==> config.mk <==
export PLATFORM = sky130hd
export DESIGN_NAME = neuron_mac
export DESIGN_NICKNAME = d
export VERILOG_FILES = /design/src/rtl/neuron_mac.sv
export SDC_FILE = /design/constraint.sdc
export NUM_CORES = 1
export LEC_CHECK = 0
export BUFFER_PORTS_ARGS = -buffer_cell sky130_fd_sc_hd__buf_2
export CORE_UTILIZATION = 50
export CTS_CLUSTER_DIAMETER = 150
export DETAILED_ROUTE_END_ITERATION = 16
export PLACE_DENSITY = 0.71
export SLEW_MARGIN = 20
export SYNTH_ARGS = -nofsm -noshare
export SYNTH_HDL_FRONTEND = slang
export SYNTH_SLANG_ARGS = --single-unit
==> constraint.sdc <==
create_clock -name clk -period 8.8 [get_ports clk]
set_input_delay 0.44 -clock clk [delete_from_list [all_inputs] [get_ports clk]]
set_output_delay 0.44 -clock clk [all_outputs]
set_load 0.1 [all_outputs]
==> src/rtl/neuron_mac.sv <==
// Single-neuron multiply-accumulate: streams N_INPUTS signed Q6.10 x/w pairs,
// adds the bias, rounds and saturates to a Q6.10 pre-activation result z.
module neuron_mac #(
    parameter int N_INPUTS = 4
) (
    input  logic        clk,
    input  logic        rst,
    input  logic        start,
    input  logic [15:0] bias,
    input  logic        x_valid,
    input  logic [15:0] x,
    input  logic [15:0] w,
    output logic        x_ready,
    output logic        busy,
    output logic [15:0] z,
    output logic [3:0]  ctrl,
    output logic        done
);

    typedef enum logic [1:0] {
        IDLE   = 2'd0,
        ACCUM  = 2'd1,
        FINISH = 2'd2
    } state_e;

    localparam logic [3:0] CTRL_EVAL = 4'b0011;
    localparam logic [3:0] CTRL_NONE = 4'b0000;
    localparam logic [8:0] LAST_IDX  = 9'(N_INPUTS - 1);

    // Accumulator plus bias, then round half toward +infinity back to Q6.10 scale.
    function automatic logic signed [39:0] round_sum(
        input logic signed [39:0] acc_v,
        input logic        [15:0] bias_v
    );
        logic signed [39:0] bias_ext;
        logic signed [39:0] sum;
        bias_ext  = $signed({{24{bias_v[15]}}, bias_v});
        sum       = acc_v + (bias_ext <<< 10);
        round_sum = (sum + 40'sd512) >>> 10;
    endfunction

    function automatic logic [15:0] sat16(input logic signed [39:0] v);
        if (v > 40'sd32767) begin
            sat16 = 16'h7FFF;
        end else if (v < -40'sd32768) begin
            sat16 = 16'h8000;
        end else begin
            sat16 = v[15:0];
        end
    endfunction

    state_e             state_q,   state_d;
    logic signed [39:0] acc_q,     acc_d;
    logic        [8:0]  cnt_q,     cnt_d;
    logic        [15:0] bias_q,    bias_d;
    logic        [15:0] z_q,       z_d;
    logic        [3:0]  ctrl_q,    ctrl_d;
    logic               done_q,    done_d;
    logic               x_ready_q, x_ready_d;
    logic               busy_q,    busy_d;
    logic signed [31:0] prod_s;

    // Full-precision Q12.20 product of the offered pair.
    always_comb begin
        prod_s = $signed(x) * $signed(w);
    end

    // Next-state and next-output logic of the evaluation FSM.
    always_comb begin
        state_d   = state_q;
        acc_d     = acc_q;
        cnt_d     = cnt_q;
        bias_d    = bias_q;
        z_d       = z_q;
        ctrl_d    = CTRL_NONE;
        done_d    = 1'b0;
        x_ready_d = x_ready_q;
        busy_d    = busy_q;
        case (state_q)
            IDLE: begin
                if (start) begin
                    bias_d    = bias;
                    acc_d     = 40'sd0;
                    cnt_d     = 9'd0;
                    state_d   = ACCUM;
                    x_ready_d = 1'b1;
                    busy_d    = 1'b1;
                end else begin
                    x_ready_d = 1'b0;
                    busy_d    = 1'b0;
                end
            end
            ACCUM: begin
                if (x_valid && x_ready_q) begin
                    acc_d = acc_q + {{8{prod_s[31]}}, prod_s};
                    cnt_d = cnt_q + 9'd1;
                    // Dropping x_ready on the final pair guarantees no extra pair slips in.
                    if (cnt_q == LAST_IDX) begin
                        state_d   = FINISH;
                        x_ready_d = 1'b0;
                    end else begin
                        state_d   = ACCUM;
                    end
                end else begin
                    state_d = ACCUM;
                end
            end
            FINISH: begin
                z_d       = sat16(round_sum(acc_q, bias_q));
                ctrl_d    = CTRL_EVAL;
                done_d    = 1'b1;
                state_d   = IDLE;
                x_ready_d = 1'b0;
                busy_d    = 1'b0;
            end
            default: begin
                state_d   = IDLE;
                x_ready_d = 1'b0;
                busy_d    = 1'b0;
            end
        endcase
    end

    // State and output registers with synchronous reset.
    always_ff @(posedge clk) begin
        if (rst) begin
            state_q   <= IDLE;
            acc_q     <= 40'sd0;
            cnt_q     <= 9'd0;
            bias_q    <= 16'h0000;
            z_q       <= 16'h0000;
            ctrl_q    <= CTRL_NONE;
            done_q    <= 1'b0;
            x_ready_q <= 1'b0;
            busy_q    <= 1'b0;
        end else begin
            state_q   <= state_d;
            acc_q     <= acc_d;
            cnt_q     <= cnt_d;
            bias_q    <= bias_d;
            z_q       <= z_d;
            ctrl_q    <= ctrl_d;
            done_q    <= done_d;
            x_ready_q <= x_ready_d;
            busy_q    <= busy_d;
        end
    end

    assign x_ready = x_ready_q;
    assign busy    = busy_q;
    assign z       = z_q;
    assign ctrl    = ctrl_q;
    assign done    = done_q;

endmodule
==> results of run 1 <==
==> cells in the mapped netlist, types with 15 or more instances <==
library cell	count
a211oi_1	15
nand2b_1	18
o21ai_0	58
ha_1	153
nor2_1	119
or3_1	22
fa_1	264
nand3_1	26
xnor2_1	59
xor2_1	24
inv_1	340
clkbuf_1	63
nor3_1	18
and2_1	131
dfxtp_1	86
a21oi_1	101
a22oi_1	21
nand2_1	222
a21o_1	37
o21a_1	19
==> cells in the final DEF (no fill, tap or decap), types with 15 or more instances in the layout <==
cell type | Yosys | layout
inv_1 | 340 | 339
fa_1 | 264 | 264
nand2_1 | 222 | 221
ha_1 | 153 | 152
and2_1 | 131 | 131
nor2_1 | 119 | 118
a21oi_1 | 101 | 100
dfxtp_1 | 86 | 86
buf_2 | 2 | 72
xnor2_1 | 59 | 59
o21ai_0 | 58 | 57
buf_4 | 5 | 40
a21o_1 | 37 | 37
nand3_1 | 26 | 26
xor2_1 | 24 | 24
or3_1 | 22 | 22
a22oi_1 | 21 | 21
o21a_1 | 19 | 19
nand2b_1 | 18 | 18
nor3_1 | 18 | 17
a211oi_1 | 15 | 15
==> repair_timing <==
item	4_1_cts	5_1_grt
hold buffers	0	0
gates resized for setup	0	15
buffers inserted	0	0
endpoints found under the setup margin	0	2
==> worst paths after layout <==
kind | cells after the start | endpoint
setup / recovery | 33 | acc_q[39]
hold / removal | 3 | bias_q[4]
setup reg to reg | 11 | z[1]
hold reg to reg | 2 | acc_q[0]
==> worst max-delay path: cells and delay by family <==
family	cells	cell delay (ns)
adder cells (fa/ha/maj)	8	3.79
AO/OA/AOI/OAI	15	2.88
AND/OR/NAND/NOR	4	1.00
XOR/XNOR	1	0.16
buffers and inverters	5	0.39
==> area by class of cell <==
type / instances / area share [%]
Sequential cell: 86 / 9.394
Inverter: 340 / 6.964
Clock buffer: 9 / 1.229
Tap cell: 448 / 3.059
Clock inverter: 7 / 0.2663
Multi-Input combinational cell: 1506 / 75.48
Timing Repair Buffer: 112 / 3.605
==> cells by family after synthesis <==
| family | count (synthesis) | synth area share (%) |
|---|---|---|
| other | 1 | 0.02198 |
| and+or+nand+nor | 626 | 18.08 |
| xor gates and xnor gates | 83 | 4.260 |
| adders and majority gates | 417 | 42.19 |
| AOI/OAI and AO/OA | 374 | 15.76 |
| DFF | 86 | 10.09 |
| buffers and inverters | 414 | 9.364 |
| muxes | 4 | 0.2346 |
==> flip-flops by register name, indices dropped and copies added (netlist names) <==
| register | flops |
|---|---|
| x_ready | 1 |
| state_q | 2 |
| bias_q | 16 |
| acc_q | 40 |
| cnt_q | 9 |
| z | 16 |
| busy | 1 |
| ctrl | 1 |
==> through the flow <==
step	area [µm²]	worst slack (ns)	utilization, %
after floorplan	17070	0.5457	-
after global placement	17970	0.08069	53.59
after detailed placement	17970	-0.1598	53.59
after CTS	18250	0.1919	54.41
after global routing	18330	-0.01567	54.65
final	18330	0.3920	54.65
==> routing by layer <==
| metal | track usage [%] | part of all wire (%) | vias up | wire length, µm |
|---|---|---|---|---|
| met5 | 0 | 0 | - | 0 |
| met3 | 2.313 | 3.4 | 53 | 1317 |
| met4 | 5.769 | 2.1 | 0 | 807 |
| met2 | 41.17 | 52 | 228 | 20460 |
| li1 | - | - | 6608 | - |
| met1 | 29.10 | 42 | 6887 | 16520 |
==> impl_metrics.yaml, run 1 <==
synth:
  ys_seq_area_share_pct: 10.09
  synth_top_area_share_pct: 30.97
  synth.avg_cell_area_um2: 8.511
  synth-edff-count: 0
  netlist_top_cells_area: "fa_1 (31%), ha_1 (11%), dfxtp_1 (10%), inv_1 (7.5%), nand2_1 (4.9%)"
  ys_types: 89
  synth_cells: 2005
  ys.flop_type: "dfxtp_1"
  synth_top_cell_by_area: "fa_1"
  synthArstFlopShare_pct: 0
  synth-seq-cells: 86
  ys_warn_count: 0
  syn_area_um2: 17060
layout:
  multi_input_area_um2: 13830
  instances_no_fill: 2508
  area_delta_synth_final_pct: 7.398
  insertedDiodeCount: 0
  final_layout_size_suffix_gt1_share_pct: 9.029
  finalNetCount: 2524
  regArea_um2: 1722
  fillers: 3135
grt:
  grt_max_degree: 66
  groute.usage.overall_pct: 22.81
  first_global_vias: 14070
  grt_remaining_overflow: 0
  grt_antenna_before_repair: 0
  grt_pass1_wl_um: 65930
setup_path:
  rr_startpoint: "bias_q[15]"
  setup.worst_path.class: "primary input to flip-flop"
  crit_fanout: 11
  crit_top_cell: "fa_1"
  slowest_delay_ns: 0.55
  startpoint: "w[6]"
  start_kind: "primary input"
  critical_path.endpoint_type: "flip-flop"
  rrSetupSlack_ns: 4.66
  cp.arrival_ns: 8.68
  required_ns: 9.07
  crit_path_top_delay_cell: "fa_1"
sta:
  setup-violations-final: 0
  fin_hold_ws_ns: 0.3319
  final_max_slew_viol_count: 0
  worstMarginPinSlew_ns: 1.080
  fin_setup_tns_ns: 0
  finClkSkew_ns: 0.01555
  fmax_mhz: 118.9
  slew_headroom_pct: 28.02
  period_share_pct: 95.55
  period_needed_ns: 8.408
  final-hold-violation-count: 0
clocking:
  clock-sinks: 86
  clock_latency_ns: 0.35
  clock_path_buffers: 2
  tritoncts: "done"
  cts_made_buffers: 9
  clk_pin_slew_ns: 0.07
  cts_root_buffer: "clkbuf_16"
  cts-htree-levels: 3
placement:
  gp_congestion: 0.8555
  numPortBuffers: 72
  post-dp-hpwl_um: 32380
  dp.cells: 2492
flow_run:
  maxCapViolations: 0
floorplanning:
  die_area_um2: 34870
  initial_core_util_pct: 50.89
  rows: 67
  io_pins: 75
  die_w_um: 186.7
  dieHeight_um: 186.7
  coreArea_um2: 33530
route:
  drc_errors: 0
  vias_per_cell: 5.493
  drtIter0Drc: 658
  drt-total-wl_um: 39110
  wire_per_inst_um: 15.59
  dr_total_vias: 13780
  firstDrtPassIters: 5
  final_antenna_net_count: 0
hold_path:
  worstHoldStart: "bias[4]"
  hold_path.class: "primary input to flip-flop"
outcome:
  outcome: "complete, no violations"
Power of run 1 is not shown: default switching activity piles up to over one toggle a cycle in this logic, so the estimate is an artifact.
==> inputs of run 2 (changes only) <==
PLACE_DENSITY = 0.69   (was 0.71)
clock period = 10.55 ns   (was 8.8 ns; I/O delays follow)
==> impl_metrics.yaml, run 2 (synthesis gave the netlist of run 1 again) <==
layout:
  largest_register_ffs: 40
  fillers: 3116
  finalNetCount: 2491
  area_delta_synth_final_pct: 5.778
  regArea_um2: 1722
  final_cell_mix: "inv_1 (340), fa_1 (264), nand2_1 (222)"
  layout_commonest_cell: "inv_1"
  largest-register: "acc_q"
  multi_input_area_um2: 13750
  final_layout_size_suffix_gt1_share_pct: 7.005
route:
  dr_total_vias: 13660
  final_antenna_net_count: 0
  dr_wl_met2_um: 19550
  maxUsedRoutingLayer: "met4"
  wl_met3_um: 1604
  drt-total-wl_um: 38540
  firstDrtPassIters: 5
  drtIter0Drc: 677
  drc_errors: 0
  wl_met1_um: 16560
  vias_per_cell: 5.516
  wire_per_inst_um: 15.56
sta:
  fmax_mhz: 114.0
  period_share_pct: 83.15
  period_needed_ns: 8.773
  final-hold-violation-count: 0
  slew_headroom_pct: 28.99
  final_max_slew_viol_count: 0
  finClkSkew_ns: 0.01145
  rsz0062_at_grt: "false"
  fin_setup_tns_ns: 0
  worstMarginPinSlew_ns: 1.065
  setup-violations-final: 0
floorplanning:
  die_w_um: 186.7
  die_area_um2: 34870
  io_pins: 75
  rows: 67
  initial_core_util_pct: 50.89
  dieHeight_um: 186.7
  coreArea_um2: 33530
setup_path:
  crit_fanout: 16
  slowest_delay_ns: 0.56
  required_ns: 10.82
  crit_path_top_delay_cell: "fa_1"
  critical_path.endpoint_type: "flip-flop"
  crit_top_cell: "fa_1"
  rrSetupSlack_ns: 6.47
  reg2reg_to: "z[14]"
  rr_startpoint: "bias_q[15]"
  cp.arrival_ns: 9.04
  start_kind: "primary input"
  worst-path-buf-inv: 5
  setup.worst_path.class: "primary input to flip-flop"
  cp_top_family: "adder cells"
  reg2reg_depth: 11
clocking:
  post-cts-setup-buffers: 0
  cts-htree-levels: 3
  ctsResizeCount: 0
  clk_pin_slew_ns: 0.07
  clock_latency_ns: 0.35
  tritoncts: "done"
  cts_made_buffers: 9
  cts_hold_buf: 0
  clock-sinks: 86
  cts_root_buffer: "clkbuf_16"
  clock_path_buffers: 2
grt:
  grt_remaining_overflow: 0
  first_global_vias: 13650
  grt_pass1_wl_um: 65570
  groute.usage.overall_pct: 22.80
  grt_antenna_before_repair: 1
  grt_max_degree: 63
hold_path:
  min_to: "bias_q[2]"
  worstHoldStart: "bias[2]"
  hold_path.class: "primary input to flip-flop"
  whs_path_depth: 3
outcome:
  outcome: "complete, no violations"
placement:
  numPortBuffers: 72
  gp_congestion: 0.8825
  post-dp-hpwl_um: 31510
flow_run:
  maxCapViolations: 0
[run 2: worst register-to-register path, delay by kind of cell, from the launching register on]
family	cells	cell delay [ns]
flops	1	0.73
fa+ha+maj	1	0.44
simple gates	2	0.22
compound gates	7	2.29
mux	1	0.24
[run 2: how the worst max path moves through the flow]
stage | start | end | slack [ns] | cells after the start
5_1_grt | w[1] | acc_q[39] | 1.26 | 34
4_1_cts | w[15] | acc_q[39] | 1.78 | 32
6_report | x[5] | acc_q[39] | 1.78 | 34
2_1_floorplan | w[1] | acc_q[39] | 2.21 | 33
3_3_place_gp | x[5] | acc_q[39] | 1.61 | 34
3_5_place_dp | w[15] | acc_q[39] | 1.44 | 32
[run 2: cell type report]
cell class                 count  share of cell area (%)
sequential                    86                   9.538
antenna                        2                 0.02773
multi-input combinational   1506                   76.18
timing repair buffer          79                   2.288
inverter                     340                   7.071
clock buffer                  10                   1.269
clock inverter                 6                  0.5199
tap                          448                   3.106
[run 2: metal layers]
layer | vias to the layer above | global-route usage [%]
met5 | - | 0
met4 | 0 | 5.738
met3 | 56 | 2.671
met2 | 269 | 39.93
met1 | 6795 | 29.91
li1 | 6544 | -
[run 2: stage by stage]
step,cell area [µm²],util (%),hold slack (ns),setup WS [ns],std cells
5_1_grt,18040,53.81,0.4196,1.265,2475
4_1_cts,18040,53.81,0.4135,1.776,2475
3_5_place_dp,17720,52.85,0.4493,1.436,2459
3_3_place_gp,17720,52.85,0.4435,1.613,2459
6_report,18050,53.83,0.4196,1.777,2477
2_1_floorplan,17070,-,0.4362,2.208,2006
Power of run 2 is left out for the same reason.
